### src/rtl/axis_header_strip.sv
// Strips a variable-length header (0..DATA_BYTE_WD bytes) from the first beat of each packet,
// emits it right-aligned on m00 and re-packs the remaining bytes into full MSB-aligned beats on m01.
module axis_header_strip #(
    parameter int DATA_WD      = 32,
    parameter int DATA_BYTE_WD = DATA_WD / 8,
    parameter int LEN_WD       = $clog2(DATA_BYTE_WD) + 1
) (
    input  logic                    clk,
    input  logic                    rst_n,
    input  logic                    s00_axis_tvalid,
    input  logic [LEN_WD-1:0]       s00_axis_tdata,
    output logic                    s00_axis_tready,
    input  logic                    s01_axis_tvalid,
    input  logic [DATA_WD-1:0]      s01_axis_tdata,
    input  logic [DATA_BYTE_WD-1:0] s01_axis_tkeep,
    input  logic                    s01_axis_tlast,
    output logic                    s01_axis_tready,
    output logic                    m00_axis_tvalid,
    output logic [DATA_WD-1:0]      m00_axis_tdata,
    output logic [DATA_BYTE_WD-1:0] m00_axis_tkeep,
    input  logic                    m00_axis_tready,
    output logic                    m01_axis_tvalid,
    output logic [DATA_WD-1:0]      m01_axis_tdata,
    output logic [DATA_BYTE_WD-1:0] m01_axis_tkeep,
    output logic                    m01_axis_tlast,
    input  logic                    m01_axis_tready,
    output logic                    err_short
);

    // One extra bit so residual + new byte counts (up to 2*DATA_BYTE_WD-1) never overflow.
    localparam int               CNT_WD = LEN_WD + 1;
    localparam logic [CNT_WD-1:0] BW    = CNT_WD'(DATA_BYTE_WD);

    typedef enum logic [1:0] {IDLE, HDR, BODY, FLUSH} state_t;

    state_t                  state_reg;
    logic [CNT_WD-1:0]       len_reg;
    logic [DATA_WD-1:0]      res_data_reg;
    logic [CNT_WD-1:0]       res_cnt_reg;
    logic                    m00_valid_reg;
    logic [DATA_WD-1:0]      m00_data_reg;
    logic [DATA_BYTE_WD-1:0] m00_keep_reg;
    logic                    m01_valid_reg;
    logic [DATA_WD-1:0]      m01_data_reg;
    logic [DATA_BYTE_WD-1:0] m01_keep_reg;
    logic                    m01_last_reg;
    logic                    err_short_reg;

    logic [DATA_WD-1:0]      in_mask;
    logic [DATA_WD-1:0]      in_data;
    logic [CNT_WD-1:0]       in_cnt;
    logic [CNT_WD-1:0]       len_in;
    logic                    hdr_phase;
    logic                    hdr_short;
    logic [CNT_WD-1:0]       hdr_cnt;
    logic [CNT_WD-1:0]       hdr_shift;
    logic [DATA_WD-1:0]      hdr_data;
    logic [DATA_BYTE_WD-1:0] hdr_keep;
    logic [DATA_WD-1:0]      cur_res_data;
    logic [CNT_WD-1:0]       cur_res_cnt;
    logic [DATA_WD-1:0]      new_data;
    logic [CNT_WD-1:0]       new_cnt;
    logic [CNT_WD-1:0]       total;
    logic [2*DATA_WD-1:0]    merged;
    logic [DATA_WD-1:0]      merged_hi;
    logic [DATA_WD-1:0]      merged_lo;
    logic                    full;
    logic                    m00_free;
    logic                    m01_free;
    logic                    s01_fire;

    function automatic logic [DATA_BYTE_WD-1:0] keep_top(input logic [CNT_WD-1:0] n);
        return ~({DATA_BYTE_WD{1'b1}} >> n);
    endfunction

    // Bytes outside tkeep are forced to zero so they can never leak into merged beats.
    generate
        for (genvar gi = 0; gi < DATA_BYTE_WD; gi++) begin : g_mask
            assign in_mask[gi*8 +: 8] = {8{s01_axis_tkeep[gi]}};
        end
    endgenerate
    assign in_data = s01_axis_tdata & in_mask;

    always_comb begin
        in_cnt = '0;
        for (int i = 0; i < DATA_BYTE_WD; i++) begin
            in_cnt = in_cnt + CNT_WD'(s01_axis_tkeep[i]);
        end
    end

    assign len_in    = CNT_WD'(s00_axis_tdata);
    assign hdr_phase = (state_reg == HDR);
    assign hdr_short = (in_cnt < len_reg);
    assign hdr_cnt   = hdr_short ? in_cnt : len_reg;
    assign hdr_shift = BW - hdr_cnt;
    assign hdr_data  = in_data >> {hdr_shift, 3'b000};
    assign hdr_keep  = ~({DATA_BYTE_WD{1'b1}} << hdr_cnt);

    // The first beat is treated as a body beat with an empty residual once the header is cut off.
    assign cur_res_data = hdr_phase ? '0 : res_data_reg;
    assign cur_res_cnt  = hdr_phase ? '0 : res_cnt_reg;
    assign new_data     = hdr_phase ? (in_data << {len_reg, 3'b000}) : in_data;
    assign new_cnt      = hdr_phase ? (hdr_short ? '0 : in_cnt - len_reg) : in_cnt;
    assign total        = cur_res_cnt + new_cnt;
    assign merged       = {cur_res_data, {DATA_WD{1'b0}}}
                        | ({new_data, {DATA_WD{1'b0}}} >> {cur_res_cnt, 3'b000});
    assign merged_hi    = merged[2*DATA_WD-1:DATA_WD];
    assign merged_lo    = merged[DATA_WD-1:0];
    assign full         = (total >= BW);

    assign m00_free = !m00_valid_reg || m00_axis_tready;
    assign m01_free = !m01_valid_reg || m01_axis_tready;

    assign s00_axis_tready = (state_reg == IDLE);
    assign s01_axis_tready = (hdr_phase && m00_free && m01_free)
                          || ((state_reg == BODY) && m01_free);
    assign s01_fire        = s01_axis_tvalid && s01_axis_tready;

    always_ff @(posedge clk) begin
        if (!rst_n) begin
            state_reg     <= IDLE;
            len_reg       <= '0;
            res_data_reg  <= '0;
            res_cnt_reg   <= '0;
            m00_valid_reg <= 1'b0;
            m00_data_reg  <= '0;
            m00_keep_reg  <= '0;
            m01_valid_reg <= 1'b0;
            m01_data_reg  <= '0;
            m01_keep_reg  <= '0;
            m01_last_reg  <= 1'b0;
            err_short_reg <= 1'b0;
        end else begin
            err_short_reg <= 1'b0;
            if (m00_valid_reg && m00_axis_tready) m00_valid_reg <= 1'b0;
            if (m01_valid_reg && m01_axis_tready) m01_valid_reg <= 1'b0;

            case (state_reg)
                IDLE: begin
                    if (s00_axis_tvalid) begin
                        len_reg   <= (len_in > BW) ? BW : len_in;
                        state_reg <= HDR;
                    end
                end
                HDR, BODY: begin
                    if (s01_fire) begin
                        if (hdr_phase && len_reg != '0) begin
                            m00_valid_reg <= 1'b1;
                            m00_data_reg  <= hdr_data;
                            m00_keep_reg  <= hdr_keep;
                        end
                        if (hdr_phase && hdr_short && s01_axis_tlast) err_short_reg <= 1'b1;

                        res_data_reg <= full ? merged_lo : merged_hi;
                        res_cnt_reg  <= full ? total - BW : total;

                        if (s01_axis_tlast) begin
                            if (total > BW) begin
                                m01_valid_reg <= 1'b1;
                                m01_data_reg  <= merged_hi;
                                m01_keep_reg  <= '1;
                                m01_last_reg  <= 1'b0;
                                state_reg     <= FLUSH;
                            end else begin
                                if (total != '0) begin
                                    m01_valid_reg <= 1'b1;
                                    m01_data_reg  <= merged_hi;
                                    m01_keep_reg  <= keep_top(total);
                                    m01_last_reg  <= 1'b1;
                                end
                                res_data_reg <= '0;
                                res_cnt_reg  <= '0;
                                state_reg    <= IDLE;
                            end
                        end else begin
                            if (full) begin
                                m01_valid_reg <= 1'b1;
                                m01_data_reg  <= merged_hi;
                                m01_keep_reg  <= '1;
                                m01_last_reg  <= 1'b0;
                            end
                            state_reg <= BODY;
                        end
                    end
                end
                FLUSH: begin
                    if (m01_free) begin
                        m01_valid_reg <= 1'b1;
                        m01_data_reg  <= res_data_reg;
                        m01_keep_reg  <= keep_top(res_cnt_reg);
                        m01_last_reg  <= 1'b1;
                        res_data_reg  <= '0;
                        res_cnt_reg   <= '0;
                        state_reg     <= IDLE;
                    end
                end
            endcase
        end
    end

    assign m00_axis_tvalid = m00_valid_reg;
    assign m00_axis_tdata  = m00_data_reg;
    assign m00_axis_tkeep  = m00_keep_reg;
    assign m01_axis_tvalid = m01_valid_reg;
    assign m01_axis_tdata  = m01_data_reg;
    assign m01_axis_tkeep  = m01_keep_reg;
    assign m01_axis_tlast  = m01_last_reg;
    assign err_short       = err_short_reg;

endmodule
### config.mk
export PLATFORM = sky130hd
export DESIGN_NAME = axis_header_strip
export DESIGN_NICKNAME = d
export VERILOG_FILES = /design/src/rtl/axis_header_strip.sv
export SDC_FILE = /design/constraint.sdc
export NUM_CORES = 1
export LEC_CHECK = 0
export BUFFER_PORTS_ARGS = -buffer_cell sky130_fd_sc_hd__buf_2
export CAP_MARGIN = 20
export CORE_ASPECT_RATIO = 0.5
export CORE_MARGIN = 2
export CORE_UTILIZATION = 46
export CTS_CLUSTER_DIAMETER = 120
export DETAILED_ROUTE_END_ITERATION = 8
export PLACE_DENSITY = 0.75
export SLEW_MARGIN = 20
export SYNTH_ARGS = -nofsm -noshare
export SYNTH_HDL_FRONTEND = slang
export SYNTH_SLANG_ARGS = --single-unit
### constraint.sdc
create_clock -name clk -period 15.8 [get_ports clk]
set_input_delay 0.79 -clock clk [delete_from_list [all_inputs] [get_ports clk]]
set_output_delay 0.79 -clock clk [all_outputs]
set_load 0.005 [all_outputs]
### Yosys cells after proc, flatten, opt, wreduce, memory -nomap -nowiden

Index checks and enable logic that the tools add are counted.

| storage, ports and cells | value |
|---|---|
| input port bits | 46 |
| output and inout port bits | 78 |
| register bits | 118 |

| operators by class | value |
|---|---|
| bitwise gates (word level) | 5 |
| $add $sub $neg | 7 |
| eq/ne operators | 8 |
| shift-type cells | 6 |
| multiplexer cells | 59 |
| $lt $le $gt $ge | 4 |
| reductions and logical operators | 25 |

Operator list:

| operator | number |
|---|---|
| two-way mux 32 bit | 13 |
| one-hot mux 32 bit (2 select lines) | 2 |
| OR 64 bit | 1 |
| >> shifter 64 x 7 -> 64 bit | 1 |
| two-way mux 4 bit | 15 |
| AND 32 bit | 1 |
| << shifter 32 x 7 -> 32 bit | 1 |
| >> shifter 32 x 7 -> 32 bit | 1 |
| two-way mux 1 bit | 18 |
| one-hot mux 4 bit (2 select lines) | 2 |
| NOT 4 bit | 3 |
| AND reduction 3 bit | 4 |
| two-way mux 2 bit | 5 |
| logical AND 1 bit | 9 |
| nonzero test 4 bit | 2 |
| >> shifter 4 x 4 -> 4 bit (first input constant) | 2 |
| != test 2 bit (second input constant) | 3 |
| one-hot mux 2 bit (3 select lines) | 1 |
| AND reduction 5 bit | 1 |
| adder 3 x 1 -> 4 bit | 1 |
| adder 4 bit | 1 |
| equality test 2 bit (second input constant) | 2 |
| greater-or-equal comparator 4 x 3 -> 1 bit (second input constant) | 1 |
| greater-than comparator 4 x 3 -> 1 bit (second input constant) | 1 |
| 19 further kinds | 23 |

### Depth between registers and ports, before layout

| logic depth | value |
|---|---|
| word-level depth | 14 |
| depth in mapped cells | 20 |
| mapped depth without buffers | 18 |

### Worst setup path after synthesis

Ideal clock, no wire load.

| path | value |
|---|---|
| kind | input to register |
| start | input s01_axis_tkeep[0] |
| end | register res_data_reg[27] |
| buffers on the path | 2 |
| data arrival time | 5.430 ns |
| setup slack | 10.248 ns |
| library setup time | 0.122 ns |
| cell stages on the path | 20 |
| cell sequence | fa_1 -> ha_1 -> inv_1 -> ha_1 -> fa_1 -> fa_1 -> nand2b_1 -> o22ai_1 -> ha_1 -> nand3_1 -> nand2_1 -> xor2_1 -> ha_1 -> clkbuf_1 -> and4b_1 -> nor2_1 -> nor3_2 -> a21o_1 -> buf_2 -> a221o_1 |

| on the way | value |
|---|---|
| cells in the longest elaborated chain, start to end | 13 |

Ends and longest elaborated chain:

| what | line | source |
|---|---|---|
| from (decl) | 15 | `input logic [DATA_BYTE_WD-1:0] s01_axis_tkeep,` |
| adder 1 x 1 -> 2 bit | 87 | `in_cnt = in_cnt + CNT_WD'(s01_axis_tkeep[i]);` |
| adder 2 x 1 -> 3 bit | 87 |  |
| adder 3 x 1 -> 4 bit | 87 |  |
| subtractor 4 bit or < comparator 4 bit (tied branches) | 103, 93 |  |
| two-way mux 4 bit (2 in series) | 103 | `assign new_cnt = hdr_phase ? (hdr_short ? '0 : in_cnt - len_reg) : in_cnt;` |
| adder 4 bit | 104 | `assign total = cur_res_cnt + new_cnt;` |
| greater-or-equal comparator 4 x 3 -> 1 bit | 109 | `assign full = (total >= BW);` |
| two-way mux 32 bit | 154 | `res_data_reg <= full ? merged_lo : merged_hi;` |
| two-way mux 32 bit | 158 | `if (total > BW) begin` |
| two-way mux 32 bit * | 157 | `if (s01_axis_tlast) begin` |
| two-way mux 32 bit * | 146 | `if (s01_fire) begin` |
| one-hot mux 32 bit (2 select lines) * | 138 | `case (state_reg)` |
| to (signal assigned) | 154 |  |
| to (decl) | 38 | `logic [DATA_WD-1:0] res_data_reg;` |

Every way passes the cells marked *; elsewhere a longest branch is shown, timed or not. The select of a mux whose other input is x is not followed.
A chain may end at the register's enable or synchronous reset.

### Worst setup path after layout

| path | value |
|---|---|
| start | input s01_axis_tkeep[1] |
| end | register res_data_reg[8] |

Same word-level chain as after synthesis.

==> results.py <==
metrics = {
    "status": {
        "status": "finished clean",
    },
    "placed_design": {
        "hpwl_um": 25400,
        "gp_congestion": 1.10,
        "io_buffers": 123,
        "dp_cells": 1390,
    },
    "clock_tree": {
        "htreeDepth": 4,
        "clk_path_buf_depth": 2,
        "cts_tree": "built",
        "postCtsSetupRepairBufs": 0,
        "cts.sinks": 117,
        "clock_latency_ns": 0.44,
        "cts_hold_buf": 0,
        "cts-root-buf": "clkbuf_16",
        "cts-buffers-inserted": 17,
        "cts_resized": 0,
        "clk_pin_slew_worst_paths_ns": 0.07,
    },
    "setup_path": {
        "worstPathMaxFanout": 31,
        "start_kind": "primary input",
        "worstSetupEndpointType": "flip-flop",
        "worstPathRequired_ns": 16.19,
        "reg2reg_depth": 16,
        "worstPathArrival_ns": 7.19,
        "timing.setup.critical_path_class": "primary input to flip-flop",
    },
    "flow_run": {
        "drv_cap": 0,
    },
    "power": {
        "peakVddDrop_v": 0.0000787,
        "p_leak_nw": 3.80,
        "p_total_w": 0.000982,
        "powerDensity_nw_per_um2": 106,
    },
    "hold_path": {
        "holdPathStages": 2,
        "hold_class": "flip-flop to flip-flop",
    },
    "global_routing": {
        "antenna_found_initial": 0,
        "grt_max_degree": 92,
        "gr-total-overflow": 0,
        "grt_pass1_wl_um": 52400,
        "grt.total_usage": 0.372,
        "grt_pass1_vias": 8589,
    },
    "timing": {
        "finalClockSkew_ns": 0.00639,
        "fin_crit_ns": 6.80,
        "worst_pin_slew_ns": 1.06,
        "rsz0062_at_grt": "no",
        "drv_slew": 0,
        "hold_viol_final": 0,
        "finalSetupViolCount": 0,
        "setup_tns_ns": 0,
        "timing.final.crit_share": 0.430,
        "slew_headroom": 0.288,
        "fin_hold_ws_ns": 0.450,
        "fmax_ghz": 0.147,
    },
    "yosys": {
        "synth_common_cells": "nand2_1 (143), o21ai_0 (121), dfxtp_1 (117)",
        "syn-instance-count": 1110,
        "synth_top_cell_by_area": "dfxtp_1",
        "async_flop_share": 0,
        "synth_area_leaders": "dfxtp_1 (29%), o21ai_0 (7.5%), nand2_1 (6.7%)",
        "syn_avg_cell_area_um2": 7.23,
        "syn_nets": 1177,
        "yosysMostFrequentCell": "nand2_1",
        "yosysSeqAreaShare": 0.292,
        "yosysWarningCount": 0,
        "synth_area_um2": 8020,
        "synth_ff_type": "dfxtp_1",
        "synth.distinct_cells": 75,
        "synth-seq-cells": 117,
        "synth_edf_count": 0,
        "yosysTopAreaCellShare": 0.292,
    },
    "die": {
        "fp.dieH_um": 97.4,
        "core_um2": 17200,
        "placementRows": 34,
        "ios": 124,
        "die_area_um2": 18600,
        "initial_utilization": 0.466,
        "dieWidth_um": 191,
    },
    "final_layout": {
        "drive_gt1_frac": 0.171,
        "nFillCells": 1704,
        "multi_input_area_um2": 5220,
        "regArea_um2": 2340,
        "synthToLayoutAreaGrowth_pct": 15.5,
        "fin_util": 0.538,
        "final_cells": 1422,
        "num_antenna_cells": 0,
        "fin_nets": 1242,
    },
    "drt": {
        "drt_wl_total_um": 34500,
        "vias": 9343,
        "drtAntennaViolNets": 0,
        "drcViolationCount": 0,
        "drt_iter0_drc": 1341,
        "via_per_inst": 6.57,
        "firstDrtPassIters": 6,
        "wl_per_cell_um": 24.3,
    },
}
[metrics by stage]
| stage | worst slack, ns | area [um^2] |
|---|---|---|
| floorplan | 10.25 | 8020 |
| detailed placement | 8.73 | 8690 |
| global route | 8.73 | 9270 |
| finish | 9.00 | 9270 |
| global placement | 9.05 | 8690 |
| CTS | 9.15 | 9270 |
[routing by layer]
layer | vias up | wire length, um | global-route usage
met3 | 74 | 4880 | 0.153
met5 | - | 0 | 0
met4 | 0 | 650 | 0.0865
li1 | 4212 | - | -
met2 | 593 | 13400 | 0.502
met1 | 4464 | 15600 | 0.540
[kinds of logic after synthesis]
family                     Yosys count  share of synthesized area
DFF                                117                      0.292
buffers and inverters              120                     0.0605
adders and majority gates           22                     0.0377
AOI/OAI and AO/OA                  444                      0.354
xor gates and xnor gates             3                    0.00328
muxes                               15                     0.0200
and+or+nand+nor                    389                      0.233
[worst max-delay path, stage by stage]
cell and delay [ns]:
buf_2 0.47, fa_1 0.53, ha_1 0.35, inv_1 0.08, ha_1 0.22, fa_1 0.44
fa_1 0.52, nand2b_1 0.26, o22ai_1 0.18, ha_1 0.29, a21oi_1 0.16, nand2_1 0.15
xor2_1 0.44, ha_1 0.44, nand4b_1 0.20, nand2_1 0.41, a311o_1 0.72, a211oi_1 0.38
a211o_1 0.14
[layout make-up]
class                      instances  share of cell area
inverter                          25              0.0101
clock inverter                    15              0.0159
tap                              234              0.0316
clock buffer                      17              0.0459
multi-input combinational        873               0.563
sequential                       117               0.253
timing repair buffer             141              0.0810
[layout by cell type, fill, tap and decap left out, types with 14 or more instances in the layout]
cell	count
clkbuf_16	17
nand3_1	55
o211ai_1	14
buf_2	123
o21ai_0	119
o22ai_1	21
a22oi_1	22
nor2b_1	20
a31oi_1	33
dfxtp_1	117
buf_4	18
nor3_1	23
nand2_1	143
a21oi_1	101
a22o_1	15
nor2_1	67
ha_1	16
inv_1	24
and2_1	33
[path summary, 6_finish.rpt]
path | start | endpoint | slack [ns]
worst max-delay path | s01_axis_tkeep[1] | res_data_reg[8]$_SDFFE_PN0P_ | 9.00
worst min-delay path | m01_axis_tdata[23]$_SDFFE_PN0P_ | m01_axis_tdata[23]$_SDFFE_PN0P_ | 0.45
worst max register to register | state_reg[1]$_SDFFE_PN0P_ | res_data_reg[8]$_SDFFE_PN0P_ | 9.91
worst min register to register | m01_axis_tdata[23]$_SDFFE_PN0P_ | m01_axis_tdata[23]$_SDFFE_PN0P_ | 0.45
[report_power, final]
part	switching [W]	leakage [nW]	total [W]	internal [W]
clock network	0.000164	0.279	0.000384	0.000220
registers	0.00000661	0.944	0.000310	0.000303
logic	0.000204	2.58	0.000288	0.0000837
(Power assumes the default switching activity.)
